$ cat src/rtl/shift_add_mult_ctrl.sv
// Shift-and-add unsigned multiplier controller driving a shared external
// WIDTH-bit ripple adder; one adder pass per cycle, WIDTH passes per product.
//
// Ports:
//   clk, reset        rising-edge clock, async active-high reset
//   start, a, b       request and operands, taken only in IDLE or DONE
//   busy, done        busy while iterating; done pulses one cycle with product
//   product           2*WIDTH result, held until the next finished operation
//   adder_x/y/sel     drive the shared adder (x=acc_hi, y=gated mcand, sel=add)
//   adder_sum/cout    combinational result of that adder, same cycle
module shift_add_mult_ctrl #(
    parameter int WIDTH = 6
) (
    input  logic               clk,
    input  logic               reset,
    input  logic               start,
    input  logic [WIDTH-1:0]   a,
    input  logic [WIDTH-1:0]   b,
    output logic               busy,
    output logic               done,
    output logic [2*WIDTH-1:0] product,
    output logic [WIDTH-1:0]   adder_x,
    output logic [WIDTH-1:0]   adder_y,
    output logic               adder_sel,
    input  logic [WIDTH-1:0]   adder_sum,
    input  logic               adder_cout
);

    localparam int CW = $clog2(WIDTH + 1);
    localparam logic [CW-1:0] LAST = CW'(WIDTH - 1);

    typedef enum logic [1:0] {
        IDLE,
        RUN,
        DONE
    } state_t;

    state_t           state;
    logic [WIDTH-1:0] acc_hi;
    logic [WIDTH-1:0] mplier_r;
    logic [WIDTH-1:0] mcand_r;
    logic [CW-1:0]    cnt;

    logic [WIDTH-1:0] acc_next;
    logic [WIDTH-1:0] mplier_next;

    // The adder result is one bit wider than acc_hi (carry out); shifting
    // {cout, sum, mplier} right by one keeps the carry and pushes the
    // finished low bit of the partial sum into the multiplier register.
    assign acc_next    = {adder_cout, adder_sum[WIDTH-1:1]};
    assign mplier_next = {adder_sum[0], mplier_r[WIDTH-1:1]};

    assign adder_x   = acc_hi;
    assign adder_y   = mplier_r[0] ? mcand_r : '0;
    assign adder_sel = 1'b0;

    always_ff @(posedge clk or posedge reset) begin
        if (reset) begin
            state    <= IDLE;
            busy     <= 1'b0;
            done     <= 1'b0;
            product  <= '0;
            acc_hi   <= '0;
            mplier_r <= '0;
            mcand_r  <= '0;
            cnt      <= '0;
        end else begin
            unique case (state)
                IDLE, DONE: begin
                    done <= 1'b0;
                    if (start) begin
                        mcand_r  <= a;
                        mplier_r <= b;
                        acc_hi   <= '0;
                        cnt      <= '0;
                        busy     <= 1'b1;
                        state    <= RUN;
                    end else begin
                        state <= IDLE;
                    end
                end
                RUN: begin
                    acc_hi   <= acc_next;
                    mplier_r <= mplier_next;
                    cnt      <= cnt + 1'b1;
                    if (cnt == LAST) begin
                        product <= {acc_next, mplier_next};
                        busy    <= 1'b0;
                        done    <= 1'b1;
                        state   <= DONE;
                    end
                end
                default: begin
                    busy  <= 1'b0;
                    done  <= 1'b0;
                    state <= IDLE;
                end
            endcase
        end
    end

endmodule

$ cat config.mk
export PLATFORM = sky130hd
export DESIGN_NAME = shift_add_mult_ctrl
export DESIGN_NICKNAME = d
export VERILOG_FILES = /design/src/rtl/shift_add_mult_ctrl.sv
export SDC_FILE = /design/constraint.sdc
export NUM_CORES = 1
export LEC_CHECK = 0
export CAP_MARGIN = 30
export CORE_UTILIZATION = 46
export CTS_BUF_LIST = sky130_fd_sc_hd__clkbuf_4 sky130_fd_sc_hd__clkbuf_8 sky130_fd_sc_hd__clkbuf_16
export CTS_CLUSTER_SIZE = 16
export DETAILED_ROUTE_END_ITERATION = 8
export PLACE_DENSITY_LB_ADDON = 0.15
export SLEW_MARGIN = 10
export SYNTH_ARGS = -nofsm -noshare
export SYNTH_HDL_FRONTEND = slang
export SYNTH_SLANG_ARGS = --single-unit
$ cat constraint.sdc
create_clock -name clk -period 2 [get_ports clk]
set_clock_uncertainty 0.2 [all_clocks]
set_input_delay 0.2 -clock clk [delete_from_list [all_inputs] [get_ports clk]]
set_output_delay 0.2 -clock clk [all_outputs]
set_load 0.005 [all_outputs]
-- After elaboration in Yosys (flattened, before gate mapping)
Cells that the tools add are included.
- flip-flop bits (word level): 37
- bits in latches: 0
- bits in writable memories: 0
- memory bits (read-only): 0
- bits of input ports: 22
- output and inout bits: 27
- logic and storage cells: 36
- memories kept: 0
- $add $sub $neg: 1
- multipliers: 0
- div/mod/pow operators: 0
- magnitude comparators: 0
- equal/unequal tests: 5
- shift-type cells: 0
- multiplexer cells: 15
- bitwise operators: 0
- reductions and logical operators: 7
- operators with widths (operator ; number):
    6-bit one-hot mux with 2 select lines ; 2
    6-bit two-way mux ; 3
    2-bit AND reduction ; 4
    3-bit one-hot mux with 2 select lines ; 1
    1-bit two-way mux ; 5
    2-bit inequality test, second input constant ; 2
    2-bit one-hot mux with 2 select lines ; 1
    3-bit by 1-bit adder with 3-bit output, second input constant ; 1
    3-bit == test, second input constant ; 1
    3-bit two-way mux ; 1
    2-bit by 1-bit == test with 1-bit output, second input constant ; 1
    2-bit == test, second input constant ; 1
    2-bit zero test ; 1
    2-bit two-way mux ; 1
    1-bit one-hot mux with 2 select lines ; 1
    2-bit nonzero test ; 1
    2-bit OR reduction ; 1

-- Depth between registers and ports, before layout
- word-level depth: 4
- mapped depth: 5

-- Worst setup path before layout
OpenSTA, ideal clock, no wires.
- path kind: flip-flop to flip-flop
- start: register cnt[0]
- end: register product[0]
- library setup time: 0.128 ns
- arrival: 1.223 ns
- slack: 0.449 ns
- cell stages (with the launch flop): 5
- period minus slack after synthesis: 1.551 ns
- path through: dfrtp_1 -> ha_1 -> nand4b_2 -> buf_4 -> mux2_1
- word-level cells in the longest chain between the ends: 2
- ends and longest elaborated chain (what ; line ; source):
    from (decl) ; 42 ; logic [CW-1:0] cnt;
    from (signal assigned) ; 85 ; cnt <= cnt + 1'b1;
    3-bit == test ; 86 ; if (cnt == LAST) begin
    2-bit AND reduction (no line) ; - ;
    to (signal assigned) ; 87 ; product <= {acc_next, mplier_next};
    to (decl) ; 21 ; output logic [2*WIDTH-1:0] product,
Every way passes these cells.
A chain may end at the register's enable or synchronous reset.

-- Worst setup path in the final report
- start: register mplier_r[0]
- end: output port adder_y[2]
- word-level cells in the longest chain between the ends: 1
- ends and longest elaborated chain (what ; line ; source):
    from (decl) ; 40 ; logic [WIDTH-1:0] mplier_r;
    from (signal assigned) ; 84 ; mplier_r <= mplier_next;
    6-bit two-way mux ; 54 ; assign adder_y = mplier_r[0] ? mcand_r : '0;
    to (decl) ; 23 ; output logic [WIDTH-1:0] adder_y,
Every way passes these cells.

==> results.md <==
* Post-DP HPWL at 2370 µm
* Met2 global-route usage at 32.3%
* Clk_lat worst skew at 0.35 ns
* Fraction of registers with async set/reset at 100%
* Lkg Pwr at 1.04 nW
* CP max FO at 8
* Max Clk Rate at 524 MHz
* Wire per inst at 14.7 µm
* Grt met1 use at 22.4%
* PD cells at 1480 nW/µm²
* Root Driver: clkbuf_4
* # diodes at 0
* H-Tree Depth at 2
* CORE AREA at 3420 µm²
* Fin crit share at 95.5%
* Number of iterations in the first detailed-routing pass at 4
* Syn_nets at 151
* VDD IR max at 0.890 mV
* MaxCap Viol Count at 0
* Met3 Use GR at 5.51%
* Flops & latches, synth at 36
* Total CTS buffers at 5
* Clock Path Buffers at 2
* CP required at 1.60 ns
* Mapped Area at 1670 µm²
* Total chip power at 3.47 mW
* Largest net degree at the start of global routing at 37
* # setup viols final at 0
* Crit. End Element: output port
* Final setup TNS at 0 ns
* CP startpoint kind: flop
* Final Hold Fails at 0
* DRC at 0
* Rows at 21
* Vias in the first global route at 1,158
* CTS Sinks at 36
* Number of I/O port buffers at 47
* Top_reg_cell synth: dfrtp_1
* Clock slew at reported path FFs at 0.12 ns
* RSZ-0062 raised after global routing: no
* TritonCTS clock tree: built
* Post-synth EDFFs at 0
* Filler cells at 264
* Share of layout cells above drive strength 1 at 16.1%
* Die Span X at 62.2 µm
* First-pass GRT wire length at 5550 µm
* Via count at 1,143
* Worst min path class: primary input to async pin
* Die Height at 62.2 µm
* Worst Setup SP: mplier_r[0]
* DP Area at 2210 µm²
* Initial antenna violation count at 0
* Worst R2R Start: cnt[1]
* Post-route ant nets at 0
* Critical setup path kind: flop to output port
* Final wirelength at 3310 µm
* Number of top-level pins at 49
* Syn Inst Count at 127
* Fin. max-slew vios at 0
* 1st-iter DRT viols at 31
* CTS Hold Bufs at 0
* Area of the multi-input gates at 701 µm²
* Nets at 203
* Vias/cell at 5.06
* Synth cell types at 28
* Reg2reg setup slack at 0.26 ns
* Starting Density at 48.8%
* Setup Buffers After CTS at 0
* GRT Residual Overflow at 0
* Post-CTS resize count at 0
* Min Tclk post-route at 1.91 ns
* GPL Wtd Cong at 0.778
* Yosys Warn Count at 0
* Layout area overhead at 40.1%
* Seq/Total Area, Yosys at 54.0%
* Run status: complete, no violations
* Overall Global Routing Usage at 19.0%
* Syn avg cell area at 13.1 µm²
* GRT Max-Usage Layer: met2
* Storage cell area at 901 µm²
* Die area at 3870 µm²
* Critical Path AT at 1.51 ns
* Utilization after layout at 68.4%
* Final Cell Area at 2340 µm²
layout by cell type (no fill, tap or decap), types with 2 or more instances in the layout:
| cell type | netlist | routed |
|---|---|---|
| a21o_1 | 2 | 2 |
| mux2_2 | 12 | 12 |
| bufinv_16 | 0 | 3 |
| dfrtp_1 | 36 | 36 |
| nor2_1 | 2 | 2 |
| nor3b_1 | 2 | 2 |
| o31ai_1 | 3 | 3 |
| ha_1 | 2 | 2 |
| nor2b_1 | 3 | 3 |
| nand2b_1 | 2 | 2 |
| and2_1 | 6 | 6 |
| clkdlybuf4s50_1 | 0 | 47 |
| clkbuf_4 | 0 | 5 |
| nand3b_1 | 3 | 3 |
| inv_1 | 6 | 6 |
| mux2_1 | 9 | 9 |
| a22o_1 | 3 | 3 |
| mux2i_1 | 18 | 18 |
| buf_4 | 2 | 5 |
cell families (layout without fill, tap and decap cells):
kind of cell,after synthesis,in the layout,synth area share (%)
muxes,39,39,25.0
DFF,36,36,54.0
and+or+nand+nor,22,22,9.15
buffers and inverters,14,67,3.98
AOI/OAI and AO/OA,12,12,5.63
adders and majority gates,2,2,1.50
other,1,1,0.225
xor gates and xnor gates,1,1,0.525
stage by stage:
step | setup WS [ns] | instances | hold WS (ns)
global placement | 0.206 | 218 | 0.276
detailed placement | 0.158 | 218 | 0.283
CTS | 0.0672 | 226 | 0.0419
floorplan | 0.449 | 127 | 0.132
global route | 0.0184 | 226 | 0.0707
finish | 0.0906 | 226 | 0.0407
cells in the mapped netlist (2+ instances only):
cell,number,share of area [%]
nand2b_1,2,0.75
mux2i_1,18,11
mux2_1,9,6.1
a21o_1,2,0.90
buf_4,2,0.90
o31ai_1,3,1.4
and2_1,6,2.3
nand3b_1,3,1.4
mux2_2,12,8.1
a22o_1,3,1.6
nor2b_1,3,1.1
dfrtp_1,36,54
inv_1,6,1.4
buf_2,5,1.5
nor2_1,2,0.45
nor3b_1,2,0.90
ha_1,2,1.5
where the power goes:
group	switching (mW)	internal, mW
Clock	0.255	0.515
Sequential	0.252	1.08
Combinational	0.471	0.899
Total	0.978	2.49
worst max-delay path, stage by stage, from the launching register on:
cell and delay (ns):
dfrtp_1 0.47, and2_1 0.18, clkdlybuf4s50_1 0.50
state kept, by name (all words and copies together), names as in the netlist:
register,count
product,12
adder_x,6
mcand_r,6
mplier_r,6
cnt,3
state,2
busy,1
path summary, 6_finish.rpt:
| kind | end | depth (start not counted) |
|---|---|---|
| max | adder_y[2] | 2 |
| max reg2reg | product[1] | 5 |
| max in group asynchronous | cnt[0] | 3 |
| min reg2reg | product[10] | 1 |
| min | mplier_r[1] | 3 |
| min in group clk | mcand_r[0] | 2 |
layer usage:
| metal | vias to the layer above | wire length [µm] |
|---|---|---|
| met4 | 0 | 65 |
| met2 | 32 | 1670 |
| met5 | - | 0 |
| li1 | 549 | - |
| met1 | 555 | 1440 |
| met3 | 7 | 141 |
layout make-up:
type,count,area share [%]
sequential,36,38.5
inverter,6,0.964
clock buffer,5,1.61
clock inverter,3,3.85
tap,46,2.46
multi-input combinational,77,30.0
timing repair buffer,53,22.6
(Power assumes the default switching activity.)
==> patch: new RTL, same flow settings <==
`WIDTH`: 6 -> 12.
--- a/src/rtl/shift_add_mult_ctrl.sv
+++ b/src/rtl/shift_add_mult_ctrl.sv
@@ -9,7 +9,7 @@
 //   adder_x/y/sel     drive the shared adder (x=acc_hi, y=gated mcand, sel=add)
 //   adder_sum/cout    combinational result of that adder, same cycle
 module shift_add_mult_ctrl #(
-    parameter int WIDTH = 6
+    parameter int WIDTH = 12
 ) (
     input  logic               clk,
     input  logic               reset,
Ports: changed (6 resized); port bits go from 49 to 91. The function was not compared with the original's and may differ.
==> patch against the original RTL <==
Wire length is 70% higher; sequential cell count is 31 higher; largest cell class unchanged; power increased by 71%; cell area is 68% higher; critical path depth increased by 3; synthesized area grew 62%; setup slack improved by 0.0089 ns.
==> patch: results <==
export IMPL_reg2reg_slack_ns=0.1
export IMPL_met3_length_um=361
export IMPL_dp_slack_ns=0.1292
export IMPL_hold_buffers=1
export IMPL_p_leak_nw=1.788
export IMPL_num_nets_final=348
export IMPL_crit_end="product[7]"
export IMPL_placed_cells=367
export IMPL_crit_arrival_ns=1.91
export IMPL_combPwrFrac=0.408
export IMPL_synthTopCellsByArea="dfrtp_1 62%, mux2_2 9.6%, a22o_1 8.1%"
export IMPL_ys_seq_area_frac=0.6209
export IMPL_worstReg2RegStart="cnt[0]"
export IMPL_synth_top_area_share=0.6209
export IMPL_largest_register_ffs=24
export IMPL_hpwl_um=3802
export IMPL_htreeDepth=3
export IMPL_ys_types=25
export IMPL_clockRootBuffer="clkbuf_8"
export IMPL_m1WireLength_um=2512
export IMPL_clkLatencyLatePin_ns=0.33
export IMPL_grt_use_total=0.1999
export IMPL_yosys_warnings=0
export IMPL_drtIter0Drc=63
export IMPL_placed_cell_area_um2=3712
export IMPL_fillers=415
export IMPL_syn_inst=210
export IMPL_grt_pass1_wl_um=9259
export IMPL_status="complete, no violations"
export IMPL_io_buffers=89
export IMPL_swShare=0.2925
export IMPL_ir_drop_uv=894.7
export IMPL_pg_comb_mw=2.42
export IMPL_period_minus_slack_ns=1.900
export IMPL_fin_cells=384
export IMPL_grt_pass1_vias=1901
export IMPL_cp_max_fo=14
export IMPL_wl_per_cell_um=14.71
export IMPL_synthTopCellsByCount="67 x dfrtp_1, 39 x nand2_1, 25 x a22o_1"
export IMPL_n_antenna_cell=0
export IMPL_grt_max_degree=29
export IMPL_vias_per_cell=4.984
export IMPL_hp_class="input port to flip-flop"
export IMPL_pwr_share_clk=0.182
export IMPL_cts_resized=0
export IMPL_clk_pin_slew_ns=0.07
-- patch: cell count changes after synthesis, moves of 6 or more --
cell / unedited run / this run
nand2_1: 1 / 39
dfrtp_1: 36 / 67
a22o_1: 3 / 25
mux2i_1: 18 / 1
mux2_2: 12 / 23
a21o_1: 2 / 12
mux2_1: 9 / 2
and2_1: 6 / 12
-- patch: cell families after synthesis --
| kind of cell | synth area share |
|---|---|
| AO/OA/AOI/OAI | 0.1182 |
| multiplexers | 0.1080 |
| other | 0.001389 |
| adder cells (fa/ha/maj) | 0.004633 |
| flip-flops | 0.6209 |
| buffers and inverters | 0.03012 |
| AND/OR/NAND/NOR | 0.1168 |
-- patch: cell type report --
cell class / count / area, µm² / share of cell area
multi-input combinational: 129 / 947.2 / 0.2415
timing repair buffer: 99 / 1001 / 0.2552
inverter: 1 / 7.507 / 0.001914
sequential: 67 / 1678 / 0.4278
clock buffer: 15 / 193.9 / 0.04944
clock inverter: 1 / 5.005 / 0.001276
tap: 72 / 90.09 / 0.02297
-- patch: per-layer routing --
layer	vias up	track usage
met4	0	0.07963
met1	927	0.2531
met2	59	0.3130
li1	918	-
met5	-	0
met3	10	0.06977
-- patch: critical path: stages, from the launching register on --
cell	delay, ns
dfrtp_1	0.38
ha_1	0.23
nand3b_4	0.11
nor3b_4	0.22
buf_4	0.27
mux2_2	0.37
-- patch: worst min-delay path by stage --
stage               slack, ns  depth (start not counted)       start          to
finish                   0.19                          3        a[0]  mcand_r[0]
global route             0.20                          3        a[1]  mcand_r[1]
CTS                      0.19                          3        a[0]  mcand_r[0]
detailed placement       0.26                          2  mcand_r[8]  mcand_r[8]
global placement         0.25                          2  mcand_r[6]  mcand_r[6]
floorplan                0.11                          2        a[0]  mcand_r[0]
